`src/rtl/univ_shift_burst_reg.sv`:
```
// Parametrised universal shift register with an autonomous burst engine.
// Optional registered parity output `par` is built when PARITY_OUT_EN is defined.
module univ_shift_burst_reg #(
    parameter int N     = 8,
    parameter int AMT_W = 4
) (
    input  logic             clk,
    input  logic             reset_n,
    input  logic             en,
    input  logic [2:0]       s,
    input  logic             msb,
    input  logic             lsb,
    input  logic [N-1:0]     I,
    input  logic             start,
    input  logic [AMT_W-1:0] amt,
    output logic [N-1:0]     q,
    output logic             so_r,
    output logic             so_l,
    output logic             busy,
    output logic             done
`ifdef PARITY_OUT_EN
    ,
    output logic             par
`endif
);

    typedef enum logic {IDLE, BURST} state_t;

    state_t             state_q, state_d;
    logic [N-1:0]       q_q, q_d;
    logic [AMT_W-1:0]   cnt_q, cnt_d;
    logic [2:0]         mode_q, mode_d;
    logic               busy_q, busy_d;
    logic               done_q, done_d;

    function automatic logic is_shift(input logic [2:0] op);
        return (op == 3'b001) || (op == 3'b010) || (op == 3'b100) ||
               (op == 3'b101) || (op == 3'b110);
    endfunction

    function automatic logic [N-1:0] apply_op(
        input logic [2:0]   op,
        input logic [N-1:0] cur,
        input logic [N-1:0] ld,
        input logic         si_l,
        input logic         si_r
    );
        logic [N-1:0] nxt;
        case (op)
            3'b001:  nxt = {si_l, cur[N-1:1]};
            3'b010:  nxt = {cur[N-2:0], si_r};
            3'b011:  nxt = ld;
            3'b100:  nxt = {cur[0], cur[N-1:1]};
            3'b101:  nxt = {cur[N-2:0], cur[N-1]};
            3'b110:  nxt = {cur[N-1], cur[N-1:1]};
            3'b111:  nxt = '0;
            default: nxt = cur;
        endcase
        return nxt;
    endfunction

    always_comb begin
        // NOTE: every always_comb output gets a default first so no path can infer a latch.
        state_d = state_q;
        q_d     = q_q;
        cnt_d   = cnt_q;
        mode_d  = mode_q;
        done_d  = 1'b0;

        case (state_q)
            IDLE: begin
                if (start && is_shift(s)) begin
                    // Accepting a burst never moves q; amt=0 just reports completion.
                    if (amt != '0) begin
                        mode_d  = s;
                        cnt_d   = amt;
                        state_d = BURST;
                    end else begin
                        done_d = 1'b1;
                    end
                end else if (en) begin
                    q_d = apply_op(s, q_q, I, msb, lsb);
                end
            end
            BURST: begin
                if (en) begin
                    q_d   = apply_op(mode_q, q_q, I, msb, lsb);
                    cnt_d = cnt_q - AMT_W'(1);
                    if (cnt_q == AMT_W'(1)) begin
                        state_d = IDLE;
                        done_d  = 1'b1;
                    end
                end
            end
            default: state_d = IDLE;
        endcase

        busy_d = (state_d == BURST);
    end

    // NOTE: sequential state uses non-blocking assignments only, so all flops see pre-edge values.
    always_ff @(posedge clk) begin
        if (!reset_n) begin
            state_q <= IDLE;
            q_q     <= '0;
            cnt_q   <= '0;
            mode_q  <= 3'b000;
            busy_q  <= 1'b0;
            done_q  <= 1'b0;
        end else begin
            state_q <= state_d;
            q_q     <= q_d;
            cnt_q   <= cnt_d;
            mode_q  <= mode_d;
            busy_q  <= busy_d;
            done_q  <= done_d;
        end
    end

    assign q    = q_q;
    assign so_r = q_q[0];
    assign so_l = q_q[N-1];
    assign busy = busy_q;
    assign done = done_q;

`ifdef PARITY_OUT_EN
    logic par_q, par_d;

    assign par_d = ^q_d;

    always_ff @(posedge clk) begin
        if (!reset_n) begin
            par_q <= 1'b0;
        end else begin
            par_q <= par_d;
        end
    end

    assign par = par_q;
`endif

endmodule

```
`config.mk`:
```
export PLATFORM = sky130hd
export DESIGN_NAME = univ_shift_burst_reg
export DESIGN_NICKNAME = d
export VERILOG_FILES = /design/src/rtl/univ_shift_burst_reg.sv
export SDC_FILE = /design/constraint.sdc
export NUM_CORES = 1
export LEC_CHECK = 0
export BUFFER_PORTS_ARGS = -buffer_cell sky130_fd_sc_hd__clkbuf_2
export CORE_MARGIN = 2
export CORE_UTILIZATION = 45
export DETAILED_ROUTE_END_ITERATION = 10
export GPL_TIMING_DRIVEN = 0
export PLACE_DENSITY = 0.73
export SYNTH_ARGS = -nofsm -noshare
export SYNTH_HDL_FRONTEND = slang
export SYNTH_SLANG_ARGS = --single-unit
```
`constraint.sdc`:
```
create_clock -name clk -period 3.6 [get_ports clk]
set_clock_uncertainty 0.1 [all_clocks]
set_input_delay 0.54 -clock clk [delete_from_list [all_inputs] [get_ports clk]]
set_output_delay 0.54 -clock clk [all_outputs]
set_load 0.01 [all_outputs]
```
==> out/metrics.csv <==
stage,metric,value,unit
yosys,synth_top_flop_cell,dfxtp_1,
global_routing,grt_pass1_wl,7.71,mm
worst_setup_path,crit_fanout,10,
yosys,netlist.area_leader.share,21.3,%
drt,drt-vias-per-instance,6.13,
global_routing,antenna_found_initial,0,
drt,drt_iter0_drc,176,
die,fp.dieW,63.6,µm
clock_tree,cts_max_level,1,
drt,antenna_left,0,
yosys,yosys.area_share.simple,34.2,%
sta,fin_crit,2.07,ns
sta,setup_viol,0,
hold_path,hold_class,input port to flip-flop,
drt,firstDrtPassIters,4,
drt,detail_route.wl_per_cell,15.9,µm
sta,worstMarginPinSlew,0.772,ns
global_routing,overflow,0,
drt,vias,1783,
clock_tree,clk-insertion-delay-late,0.30,ns
yosys,synth.distinct_cells,46,
global_routing,grt_pass1_vias,1550,
yosys,synth_compound_area_share,30.7,%
sta,tns,0,ns
die,coreArea,3360,µm²
worst_setup_path,worstSetupEndpointType,flip-flop,
yosys,synth.area.mux_share,4.46,%
clock_tree,clkTransAtPathRegs,0.11,ns
power_and_ir_drop,p_per_area,283,nW/µm²
placement,io_buffers,32,
layout,nets,269,
die,io_pins,33,
yosys,synth_fa_ha_area_share,1.56,%
yosys,ys_async_sr_fraction,0,%
yosys,syn_nets,232,
layout,final_cell_area,1840,µm²
yosys,ys_seq_elements,17,
yosys,synth_area,1600,µm²
drt,drc,0,
die,start_util,47.5,%
worst_setup_path,reg2reg_slack,1.53,ns
global_routing,grt_max_degree,11,
layout,fillers,339,
clock_tree,cts_resized,0,
global_routing,track_usage,23.7,%
clock_tree,cts_tree,yes,
yosys,synth_top_family_by_area,simple AND/OR/NAND/NOR gates,
yosys,synth_edf_count,0,
worst_setup_path,cpMaxStageDelayCell,o221ai_1,
clock_tree,ctsLongestPathBuffers,2,
clock_tree,cts_hold_buf,0,
yosys,ys_seq_area_share,21.3,%
sta,finalCritPeriodShare,57.6,%
yosys,synth.most_common_cell,dfxtp_1,
placement,placed_area,1820,µm²
die,fp.dieH,63.6,µm
clock_tree,clockRootBuffer,clkbuf_4,
clock_tree,cts_buffers,3,
layout,drive_gt1_share,28.2,%
sta,rsz0062_at_grt,false,
clock_tree,clock_sinks,17,
sta,timing.fmax,0.482,GHz
worst_setup_path,cp_slowest_stage_delay,0.55,ns
clock_tree,cts_setup_buffers,0,
worst_setup_path,worstPathRequired,3.71,ns
yosys,yosysWarningCount,0,
die,die_area,4050,µm²
worst_setup_path,path_class,flip-flop to flip-flop,
layout,area_growth,15.3,%
placement,place.gp.congestion,0.898,
sta,slew_violations,0,
yosys,synthXorXnorAreaFrac,0,%
yosys,ys_top_cells_by_count,"17 x dfxtp_1, 13 x nand3_1, 13 x nand3b_1",
power_and_ir_drop,ir_worst_vdd,0.165,mV
sta,finalHoldViolCount,0,
yosys,yosys-top-cells-area,"dfxtp_1 21%, nand3b_1 6.1%, or3b_2 6.0%",
sta,fin_hold_ws,0.382,ns
sta,max_slew_margin,48.1,%
flow_run,drv_cap,0,
worst_setup_path,startpoint_type,flip-flop,
yosys,syn_area_per_cell,7.65,µm²
yosys,synth_largest_area_cell,dfxtp_1,
power_and_ir_drop,power.leakage,0.686,nW
worst_setup_path,crit_chain,buf_2 -> nand2_1 -> o221ai_1 -> o22ai_1 -> o32ai_1,
placement,dp_hpwl,3.35,mm
layout,n_antenna_cell,0,
yosys,synth_cells,209,
layout,fin_util,54.8,%
worst_setup_path,crit_arrival,2.19,ns
drt,wirelength,4.63,mm
outcome,status,completed,
die,rows,21,
[metal layers]
metal | GRT usage, % | share of wire (%) | vias to the layer above
met5 | 0 | 0 | -
met4 | 7.07 | 1.1 | 0
met3 | 2.32 | 6.8 | 6
met2 | 35.4 | 44 | 93
met1 | 35.5 | 49 | 810
li1 | - | - | 874
[placed cells by master, fill, tap and decap left out, types with 10 or more instances in the layout]
master    instances
clkbuf_2         32
dfxtp_1          17
nand3_1          13
nand3b_1         13
o211ai_1         12
nand2b_1         12
o22ai_1          12
or3b_2           11
clkbuf_1         10
o32ai_1          10
[worst paths after layout]
kind | start | depth (start not counted) | to
min reg2reg | cnt_q[3] | 1 | cnt_q[3]
min | amt[0] | 3 | cnt_q[0]
max | mode_q[2] | 5 | q[3]
max reg2reg | mode_q[2] | 5 | q[3]
[sequential cells by signal, indices dropped and copies added, names as in the netlist]
signal  cells
busy        1
cnt_q       4
done        1
mode_q      3
q           8
[cell type report]
class | instances | area, µm² | area share (%)
Timing Repair Buffer | 32 | 160 | 8.68
Clock inverter | 1 | 5.00 | 0.271
Tap cell | 46 | 57.6 | 3.12
Sequential cell | 17 | 340 | 18.5
Inverter | 7 | 26.3 | 1.42
Buffer | 21 | 98.8 | 5.36
Multi-Input combinational cell | 164 | 1130 | 61.5
Clock buffer | 3 | 22.5 | 1.22
[worst max-delay path, delay by kind of cell, from the launching register on]
| kind | cells | cell delay [ns] |
|---|---|---|
| AOI/OAI and AO/OA | 3 | 0.98 |
| buffers and inverters | 1 | 0.27 |
| DFF | 1 | 0.50 |
| and+or+nand+nor | 1 | 0.14 |
[stage by stage]
step,total power [mW],instances,setup WS [ns]
after floorplan,0.354,209,1.70
final,0.522,291,1.53
after detailed placement,0.413,287,1.33
after CTS,0.520,291,1.62
after global routing,0.558,291,1.40
after global placement,0.412,287,1.32
[cells by family (layout without fill, tap and decap cells)]
group / after synthesis / after routing
compound gates: 67 / 67
fa+ha+maj: 2 / 2
buf+inv: 28 / 64
flops: 17 / 17
mux: 7 / 7
simple gates: 88 / 88
[where the power goes]
group	internal, mW	switching [mW]
registers	0.201	0.0164
logic	0.0854	0.110
clock network	0.0414	0.0675
Note: power is estimated with default switching activity, not from simulation.
